## config.mk

```make
export PLATFORM = sky130hd
export DESIGN_NAME = sparc_exu_reg_wrctl
export DESIGN_NICKNAME = d
export VERILOG_FILES = /design/src/rtl/sparc_exu_reg_wrctl_pkg.sv /design/src/rtl/sparc_exu_rr_arb4.sv /design/src/rtl/sparc_exu_reg_wrctl.sv
export SDC_FILE = /design/constraint.sdc
export NUM_CORES = 1
export LEC_CHECK = 0
export BUFFER_PORTS_ARGS = -buffer_cell sky130_fd_sc_hd__buf_2
export CAP_MARGIN = 40
export CELL_PAD_IN_SITES_DETAIL_PLACEMENT = 1
export CELL_PAD_IN_SITES_GLOBAL_PLACEMENT = 1
export CORE_MARGIN = 2
export CORE_UTILIZATION = 30
export CTS_BUF_LIST = sky130_fd_sc_hd__clkbuf_4
export DETAILED_ROUTE_END_ITERATION = 7
export GPL_ROUTABILITY_DRIVEN = 0
export PLACE_DENSITY = 0.74
export SLEW_MARGIN = 25
export SYNTH_ARGS = -nofsm -noshare
export SYNTH_HDL_FRONTEND = slang
export SYNTH_SLANG_ARGS = --single-unit
```

## constraint.sdc

```tcl
create_clock -name clk -period 4.9 [get_ports clk]
set_clock_uncertainty 0.2 [all_clocks]
set_input_delay 0.245 -clock clk [delete_from_list [all_inputs] [get_ports clk]]
set_output_delay 0.245 -clock clk [all_outputs]
set_load 0.1 [all_outputs]
```

## src/rtl/sparc_exu_reg_wrctl_pkg.sv

```systemverilog
// Shared definitions for the EXU per-thread write-port controller:
// thread count, thread-index type and one-hot/index conversion helpers.
package sparc_exu_reg_wrctl_pkg;

    localparam int EXU_NTHR = 4;

    typedef logic [1:0] thr_idx_t;

    // Encodes a one-hot vector; a zero or multi-hot input gives an arbitrary index.
    function automatic thr_idx_t onehot2idx(input logic [EXU_NTHR-1:0] oh);
        return {oh[3] | oh[2], oh[3] | oh[1]};
    endfunction

    function automatic logic [EXU_NTHR-1:0] idx2onehot(input thr_idx_t idx);
        logic [EXU_NTHR-1:0] oh;
        oh = '0;
        oh[idx] = 1'b1;
        return oh;
    endfunction

endpackage

```

## src/rtl/sparc_exu_rr_arb4.sv

```systemverilog
// Combinational 4-way round-robin arbiter; the search starts one past the
// most recently granted thread so every requester is served in turn.
module sparc_exu_rr_arb4
    import sparc_exu_reg_wrctl_pkg::*;
(
    input  logic [3:0] req,
    input  logic       en,
    input  logic [1:0] last,
    output logic [3:0] gnt,
    output logic       gnt_vld,
    output logic [1:0] gnt_idx
);

    thr_idx_t cand;
    thr_idx_t sel;
    logic     found;

    always_comb begin
        sel   = '0;
        found = 1'b0;
        cand  = '0;
        // Offsets 1..4 wrap through 2 bits, so last itself is checked last.
        for (int k = 1; k <= EXU_NTHR; k++) begin
            cand = last + 2'(k);
            if (!found && req[cand]) begin
                found = 1'b1;
                sel   = cand;
            end
        end
    end

    assign gnt_vld = en & found;
    assign gnt_idx = sel;
    assign gnt     = gnt_vld ? idx2onehot(sel) : 4'b0000;

endmodule

```

## src/rtl/sparc_exu_reg_wrctl.sv

```systemverilog
// Per-thread write-port controller: last-write-wins pending buffers, one
// registered write per cycle, optional forwarding under SPARC_EXU_REG_WRCTL_FWD_EN.
module sparc_exu_reg_wrctl
    import sparc_exu_reg_wrctl_pkg::*;
#(
    parameter int SIZE = 3
) (
    input  logic                     clk,
    input  logic                     reset,
    input  logic [EXU_NTHR-1:0]      req_vld,
    input  logic [EXU_NTHR*SIZE-1:0] req_data,
    input  logic                     wr_hold,
    input  logic [EXU_NTHR-1:0]      fwd_thr,
    output logic                     wen_w,
    output logic [EXU_NTHR-1:0]      thr_w,
    output logic [SIZE-1:0]          data_in_w,
    output logic [EXU_NTHR-1:0]      pend,
    output logic                     fwd_vld,
    output logic [SIZE-1:0]          fwd_data
);

    logic [EXU_NTHR-1:0]           pend_q;
    logic [EXU_NTHR-1:0][SIZE-1:0] pbuf_q;
    logic [EXU_NTHR-1:0][SIZE-1:0] req_slice;
    logic                          wen_q;
    logic [EXU_NTHR-1:0]           thr_q;
    logic [SIZE-1:0]               data_q;
    thr_idx_t                      last_q;

    logic [EXU_NTHR-1:0] gnt;
    logic                gnt_vld;
    thr_idx_t            gnt_idx;

    assign req_slice = req_data;

    sparc_exu_rr_arb4 u_arb (
        .req     (pend_q),
        .en      (~wr_hold),
        .last    (last_q),
        .gnt     (gnt),
        .gnt_vld (gnt_vld),
        .gnt_idx (gnt_idx)
    );

    // A new request outranks the grant clear: the old value issues, the new one stays.
    always_ff @(posedge clk) begin
        if (reset) begin
            pend_q <= '0;
            pbuf_q <= '0;
        end else begin
            for (int t = 0; t < EXU_NTHR; t++) begin
                if (req_vld[t]) begin
                    pend_q[t] <= 1'b1;
                    pbuf_q[t] <= req_slice[t];
                end else if (gnt[t]) begin
                    pend_q[t] <= 1'b0;
                end
            end
        end
    end

    always_ff @(posedge clk) begin
        if (reset) begin
            wen_q  <= 1'b0;
            thr_q  <= '0;
            data_q <= '0;
            last_q <= thr_idx_t'(EXU_NTHR - 1);
        end else begin
            wen_q  <= gnt_vld;
            thr_q  <= gnt;
            data_q <= gnt_vld ? pbuf_q[gnt_idx] : '0;
            if (gnt_vld) begin
                last_q <= gnt_idx;
            end
        end
    end

    assign wen_w     = wen_q;
    assign thr_w     = thr_q;
    assign data_in_w = data_q;
    assign pend      = pend_q;

`ifdef SPARC_EXU_REG_WRCTL_FWD_EN
    logic     pend_hit;
    logic     iss_hit;
    thr_idx_t fwd_idx;

    // The pending copy is always newer than the one currently being written.
    always_comb begin
        fwd_idx  = onehot2idx(fwd_thr);
        pend_hit = |(pend_q & fwd_thr);
        iss_hit  = wen_q & (|(thr_q & fwd_thr));
        fwd_vld  = pend_hit | iss_hit;
        if (pend_hit) begin
            fwd_data = pbuf_q[fwd_idx];
        end else if (iss_hit) begin
            fwd_data = data_q;
        end else begin
            fwd_data = '0;
        end
    end
`else
    logic unused_fwd_thr;
    assign unused_fwd_thr = ^fwd_thr;
    assign fwd_vld        = 1'b0;
    assign fwd_data       = '0;
`endif

endmodule

```

---- Yosys cells after proc, flatten, opt, wreduce, memory -nomap -nowiden ----
Cells that the tools add are included.
operators by class
  add/sub/neg operators ................... 3
  $lt $le $gt $ge ......................... 6
  multiplexer cells ....................... 29
  bitwise operators ....................... 3
  reductions and logical operators ........ 12
operators by type and width
  kind                 count
  $mux 1               17
  $lt 2x3->1 const B   5
  $bmux 1 s2           4
  $mux 2               4
  $reduce_bool 2->1    4
  $bmux 3 s2           1
  $add 2x2->2 const B  2
  $logic_and 1x1->1    4
  $mux 4               1
  $logic_not 1->1      3
  $mux 3               1
  $add 2x1->2 const B  1
  $demux 1 s2          1
  $ge 2x1->1 const B   1
  $not 1->1            2
  $reduce_or 2->1      1
  $and 1x1->1          1
word-level totals
  flip-flop bits (word level) ............. 26
  bits of input ports ..................... 23
  output and inout port bits .............. 16
  word-level logic and storage cells ...... 65

---- Logic depth before layout (Yosys ltp) ----
  depth after elaboration ................. 20
  depth in mapped cells ................... 7

---- Hierarchy ----
From an unflattened synthesis, not the netlist that was laid out.
second synthesis, totals
  cell total of the unflattened synthesis .. 107
  area, all modules ....................... 1076.0 um^2
modules (own cells, without submodules)
  module               instances  cells an instance  area an instance (um^2)  seq. area each (um^2)
  sparc_exu_reg_wrctl  1          85                 950.9                    520.5
  sparc_exu_rr_arb4    1          22                 125.1                    0.0

---- Least setup slack after synthesis ----
Ideal clock, no wire load.
  path kind ............................... reg2reg
  start point ............................. register pend_q[1] (netlist: pend[1])
  end point ............................... register pend_q[3] (netlist: pend[3])
  library setup time ...................... 0.131 ns
  arrival time ............................ 2.047 ns
  slack ................................... 2.522 ns
  cell stages (with the launch flop) ...... 7
  path buffers ............................ 1
  path through ............................ dfxtp_1 nor2b_1 a21oi_1 o221a_2 buf_6 nor4_1 nor3_1
between the ends
  longest elaborated chain between the ends .. 18
RTL lines
  item                                                                   RTL line                       text
  start, declared                                                        sparc_exu_reg_wrctl.sv:22      logic [EXU_NTHR-1:0] pend_q;
  start signal, assigned                                                 sparc_exu_reg_wrctl.sv:48      pend_q <= '0;
  start signal, assigned by index                                        sparc_exu_reg_wrctl.sv:53      pend_q[t] <= 1'b1;
  start signal, assigned by index                                        sparc_exu_reg_wrctl.sv:56      pend_q[t] <= 1'b0;
  $bmux 1 s2                                                             sparc_exu_rr_arb4.sv:25        if (!found && req[cand]) begin
  $mux 1 (not written as such)                                           sparc_exu_rr_arb4.sv:25
  $mux 1                                                                 sparc_exu_rr_arb4.sv:25
  $logic_not 1->1                                                        sparc_exu_rr_arb4.sv:25
  $logic_and 1x1->1                                                      sparc_exu_rr_arb4.sv:25
  $mux 1                                                                 sparc_exu_rr_arb4.sv:25
  $logic_not 1->1                                                        sparc_exu_rr_arb4.sv:25
  $logic_and 1x1->1                                                      sparc_exu_rr_arb4.sv:25
  [2 not listed]                                                         --
  $logic_and 1x1->1                                                      sparc_exu_rr_arb4.sv:25
  $mux 2                                                                 sparc_exu_rr_arb4.sv:25
  $lt 2x3->1 (not written as such) / $ge 2x1->1 (equally long branches)  sparc_exu_reg_wrctl_pkg.sv:17  oh[idx] = 1'b1;
  $logic_and 1x1->1 (not written as such)                                sparc_exu_reg_wrctl_pkg.sv:17
  $mux 1 (not written as such)                                           sparc_exu_reg_wrctl_pkg.sv:17
  $demux 1 s2                                                            --
  $mux 4 (*)                                                             sparc_exu_rr_arb4.sv:34        assign gnt = gnt_vld ? idx2onehot(sel) : 4'b0000;
  $reduce_bool 2->1 (no line) (*)                                        --
Every way passes the cells marked *; elsewhere a longest branch is shown, timed or not. The select of a mux whose other input is x is not followed.
A chain may end at the register's enable or synchronous reset.

---- Worst setup path in the final report ----
  start point ............................. register pend_q[3] (netlist: pend[3])
  end point ............................... register data_q[1] (netlist: data_in_w[1])
between the ends
  longest elaborated chain between the ends .. 15
RTL lines
  item                                                                 RTL line                   text
  parallel branches: the longest is 15 deep, another holds $bmux 1 s2  --
  end signal, assigned                                                 sparc_exu_reg_wrctl.sv:71  data_q <= gnt_vld ? pbuf_q[gnt_idx] : '0;
  end, declared                                                        sparc_exu_reg_wrctl.sv:27  logic [SIZE-1:0] data_q;
Several ways; the timed one is not identified. The select of a mux whose other input is x is not followed.

==> results by group <==
Clock network
  – Cts bufs inserted: 3
  – H-tree depth: 1
  – Clock transition at path regs: 150 ps
  – Clock Latency Late Sink: 320 ps
  – CTS root buffer: sky130_fd_sc_hd__clkbuf_4
  – CTS tree: yes
  – Post-cts resize count: 0
  – Number of clock sinks seen by CTS: 26
  – Longest Clk Path Bufs: 2

Floorplanning
  – Std cell rows: 21
  – Die Y: 64.1 µm
  – Die span in x: 64.1 µm
  – Placeable Area: 3420 µm²
  – # IOs: 39
  – Starting density of the core: 31.7%
  – DIE AREA: 4110 µm²

Worst hold path
  – End of the worst hold path: pend[1]
  – Hold Path Stages: 3
  – Worst hold-check path type: in -> reg
  – Startpoint of the worst hold path: req_vld[1]

Timing
  – Relative slew margins: 64.2%
  – Time the final worst path needs with I/O delays and setup: 1940 ps
  – Final hold viol count: 0
  – Sum Neg Setup Slack: 0 ps
  – Timing-limited maximum frequency: 0.515 GHz
  – Final count of pins violating max slew: 0
  – Post-layout worst setup margin: 2960 ps
  – Finish-stage setup viols: 0
  – Final worst path period share: 39.6%
  – Pin slew with the least headroom to its limit: 535 ps
  – Unrepaired setup endpoints after global routing: no

Cells and area
  – Final antenna diode count: 0
  – Area growth from synthesis to layout: 29.8%
  – Most common library cell in the layout ignoring fill and taps: sky130_fd_sc_hd__buf_2
  – Number of non-filler instances in the completed layout: 196
  – Share of layout cells above drive strength 1: 25.3%
  – Layout net count: 174
  – Leading cell types in the layout, fill and taps excluded: sky130_fd_sc_hd__buf_2 (30), sky130_fd_sc_hd__dfxtp_1 (26), sky130_fd_sc_hd__nor2_1 (23)

Placed design
  – Pre-CTS worst setup slack: 2980 ps
  – HPWL after DPL: 1.95 mm
  – Count of port buffers added during placement: 30
  – Inst Count DP: 180

Synthesis
  – Yosys top cell by area: sky130_fd_sc_hd__dfxtp_1
  – Warning count from the yosys run: 0
  – Area share of the largest cell type after synthesis: 48.0%
  – Share of flip-flops with an asynchronous set or reset after synthesis: 0%
  – Cell types occupying the most area after synthesis: sky130_fd_sc_hd__dfxtp_1 (48%), sky130_fd_sc_hd__mux2i_1 (18%), sky130_fd_sc_hd__nor2_1 (8.0%)
  – Summed instance area of the synthesized netlist: 1080 µm²
  – Sequential fraction of the synthesis area: 48.0%
  – Post-synthesis average cell area: 9.59 µm²
  – Post-Synthesis Cells: 113
  – Number of enable-type register cells in the synthesized netlist: 0
  – Post-synthesis register bit count: 26
  – Top flip-flop cell by instance count after synthesis: sky130_fd_sc_hd__dfxtp_1
  – Synth cell types: 27

Run status
  – Outcome: finished clean

Global route
  – Total grt overflow: 0
  – Largest net degree at the start of global routing: 20
  – Number of global-route vias before repair: 974
  – Wire length of the first global-routing pass: 4.40 mm
  – Number of antenna violations at the first check in global routing: 0
  – Global routing usage summed across all routing layers: 13.7%

Critical path
  – End of the worst register-to-register path: data_in_w[1]
  – R2R setup slack: 2960 ps
  – Nature of the critical path startpoint: flop
  – Peak fanout along the critical path: 7
  – Class of the most critical setup path: reg -> reg
  – Endpoint required time on the critical path: 4960 ps
  – Kind of end point of the critical path: flop
  – CP arrival: 2000 ps
  – Worst flop-to-flop path startpoint: pend[3]
  – Worst Reg-to-Reg Cells: 4

Power
  – Switching share of power: 33.9%
  – VDD IR-drop max: 0.169 mV
  – Switch Pwr: 0.179 mW
  – Proportion of power drawn by flip-flops and latches: 45.1%
  – Power per standard cell area: 377 nW/µm²
  – Internal power component: 0.350 mW
  – Lkg Pwr: 0.663 nW
  – Clock group share of total power: 27.8%
  – Logic pwr share: 27.1%

Routing
  – Violation count after the first detailed-routing iteration: 49
  – Mean number of vias per cell: 4.58
  – Drc violations: 0
  – Initial DRT Pass Iterations: 4
  – Total number of vias: 897
  – Detailed-route wire length: 2.62 mm
  – Post-detailed-route wirelength per cell: 13.4 µm
  – Antenna Nets Post-Route: 0

Flow run
  – Max-capacitance violation count: 0
Yosys cell counts, types with 2 or more instances:
cell and instances:
sky130_fd_sc_hd__dfxtp_1 26, sky130_fd_sc_hd__nand2_1 5, sky130_fd_sc_hd__buf_4 4, sky130_fd_sc_hd__a211o_1 2, sky130_fd_sc_hd__mux2i_1 19, sky130_fd_sc_hd__clkbuf_1 5, sky130_fd_sc_hd__o21ai_1 2, sky130_fd_sc_hd__nor2_1 23
sky130_fd_sc_hd__inv_1 3, sky130_fd_sc_hd__o22ai_1 3, sky130_fd_sc_hd__nor3_1 3, sky130_fd_sc_hd__a21oi_1 3
logic make-up after synthesis:
logic type	synth area share (%)
flip-flops	48.0
AO/OA/AOI/OAI	10.7
AND/OR/NAND/NOR	15.9
multiplexers	17.6
other	0.346
buffers and inverters	7.39
routing by layer:
layer / global-route usage [%] / part of all wire, % / vias up
met5: 0 / 0 / -
met2: 26.7 / 54 / 24
li1: - / - / 448
met1: 15.1 / 42 / 423
met4: 3.99 / 0.61 / 0
met3: 2.11 / 3.1 / 2
stage by stage:
stage	cell area [µm²]	power [mW]	util (%)	hold WS, ps
floorplan	1090	0.360	-	192
global placement	1230	0.376	36.1	272
detailed placement	1230	0.381	36.1	289
CTS	1410	0.533	41.2	34.5
global route	1410	0.554	41.2	50.9
finish	1410	0.530	41.2	50.0
worst max-delay path by stage:
stage / slack, ps / cells past startpoint / startpoint / endpoint
after floorplan: 2520 / 6 / pend[1] / pend[3]
after detailed placement: 2980 / 5 / pend[0] / pend[0]
after CTS: 2940 / 4 / pend[3] / data_in_w[1]
final: 2960 / 4 / pend[3] / data_in_w[1]
after global routing: 2770 / 5 / pend[1] / data_in_w[1]
after global placement: 3050 / 4 / pend[3] / data_in_w[0]
flip-flops by register name (all words and copies together) (netlist names):
signal,flops
last_q,2
pend,4
data_in_w,3
thr_w,4
wen_w,1
pbuf_q,12
critical path, cell delays in order, from the launching register on:
cell                       delay (ps)
sky130_fd_sc_hd__dfxtp_1          530
sky130_fd_sc_hd__o21ai_1          150
sky130_fd_sc_hd__a211oi_1         510
sky130_fd_sc_hd__nand2_1          260
sky130_fd_sc_hd__o22ai_1          230
power by group through the flow:
stage / registers (mW) / logic, mW / clock network, mW
after floorplan: 0.286 / 0.0740 / 0
after global placement: 0.242 / 0.133 / 0
after detailed placement: 0.244 / 0.137 / 0
after CTS: 0.239 / 0.144 / 0.150
after global routing: 0.241 / 0.153 / 0.160
final: 0.239 / 0.143 / 0.147
cell type report:
class,count,area (µm²)
Fill cell,416,2010
Sequential cell,26,520
Multi-Input combinational cell,75,494
Timing Repair Buffer,42,270
Tap cell,46,57.6
Clock inverter,1,30.0
Clock buffer,3,22.5
Inverter,3,11.3
what timing repair did:
| item | in CTS | in global routing |
|---|---|---|
| endpoints found under the hold margin | 12 | 0 |
| buffers inserted | 0 | 0 |
| hold buffers | 12 | 0 |
Note: power is estimated with default switching activity, not from simulation.
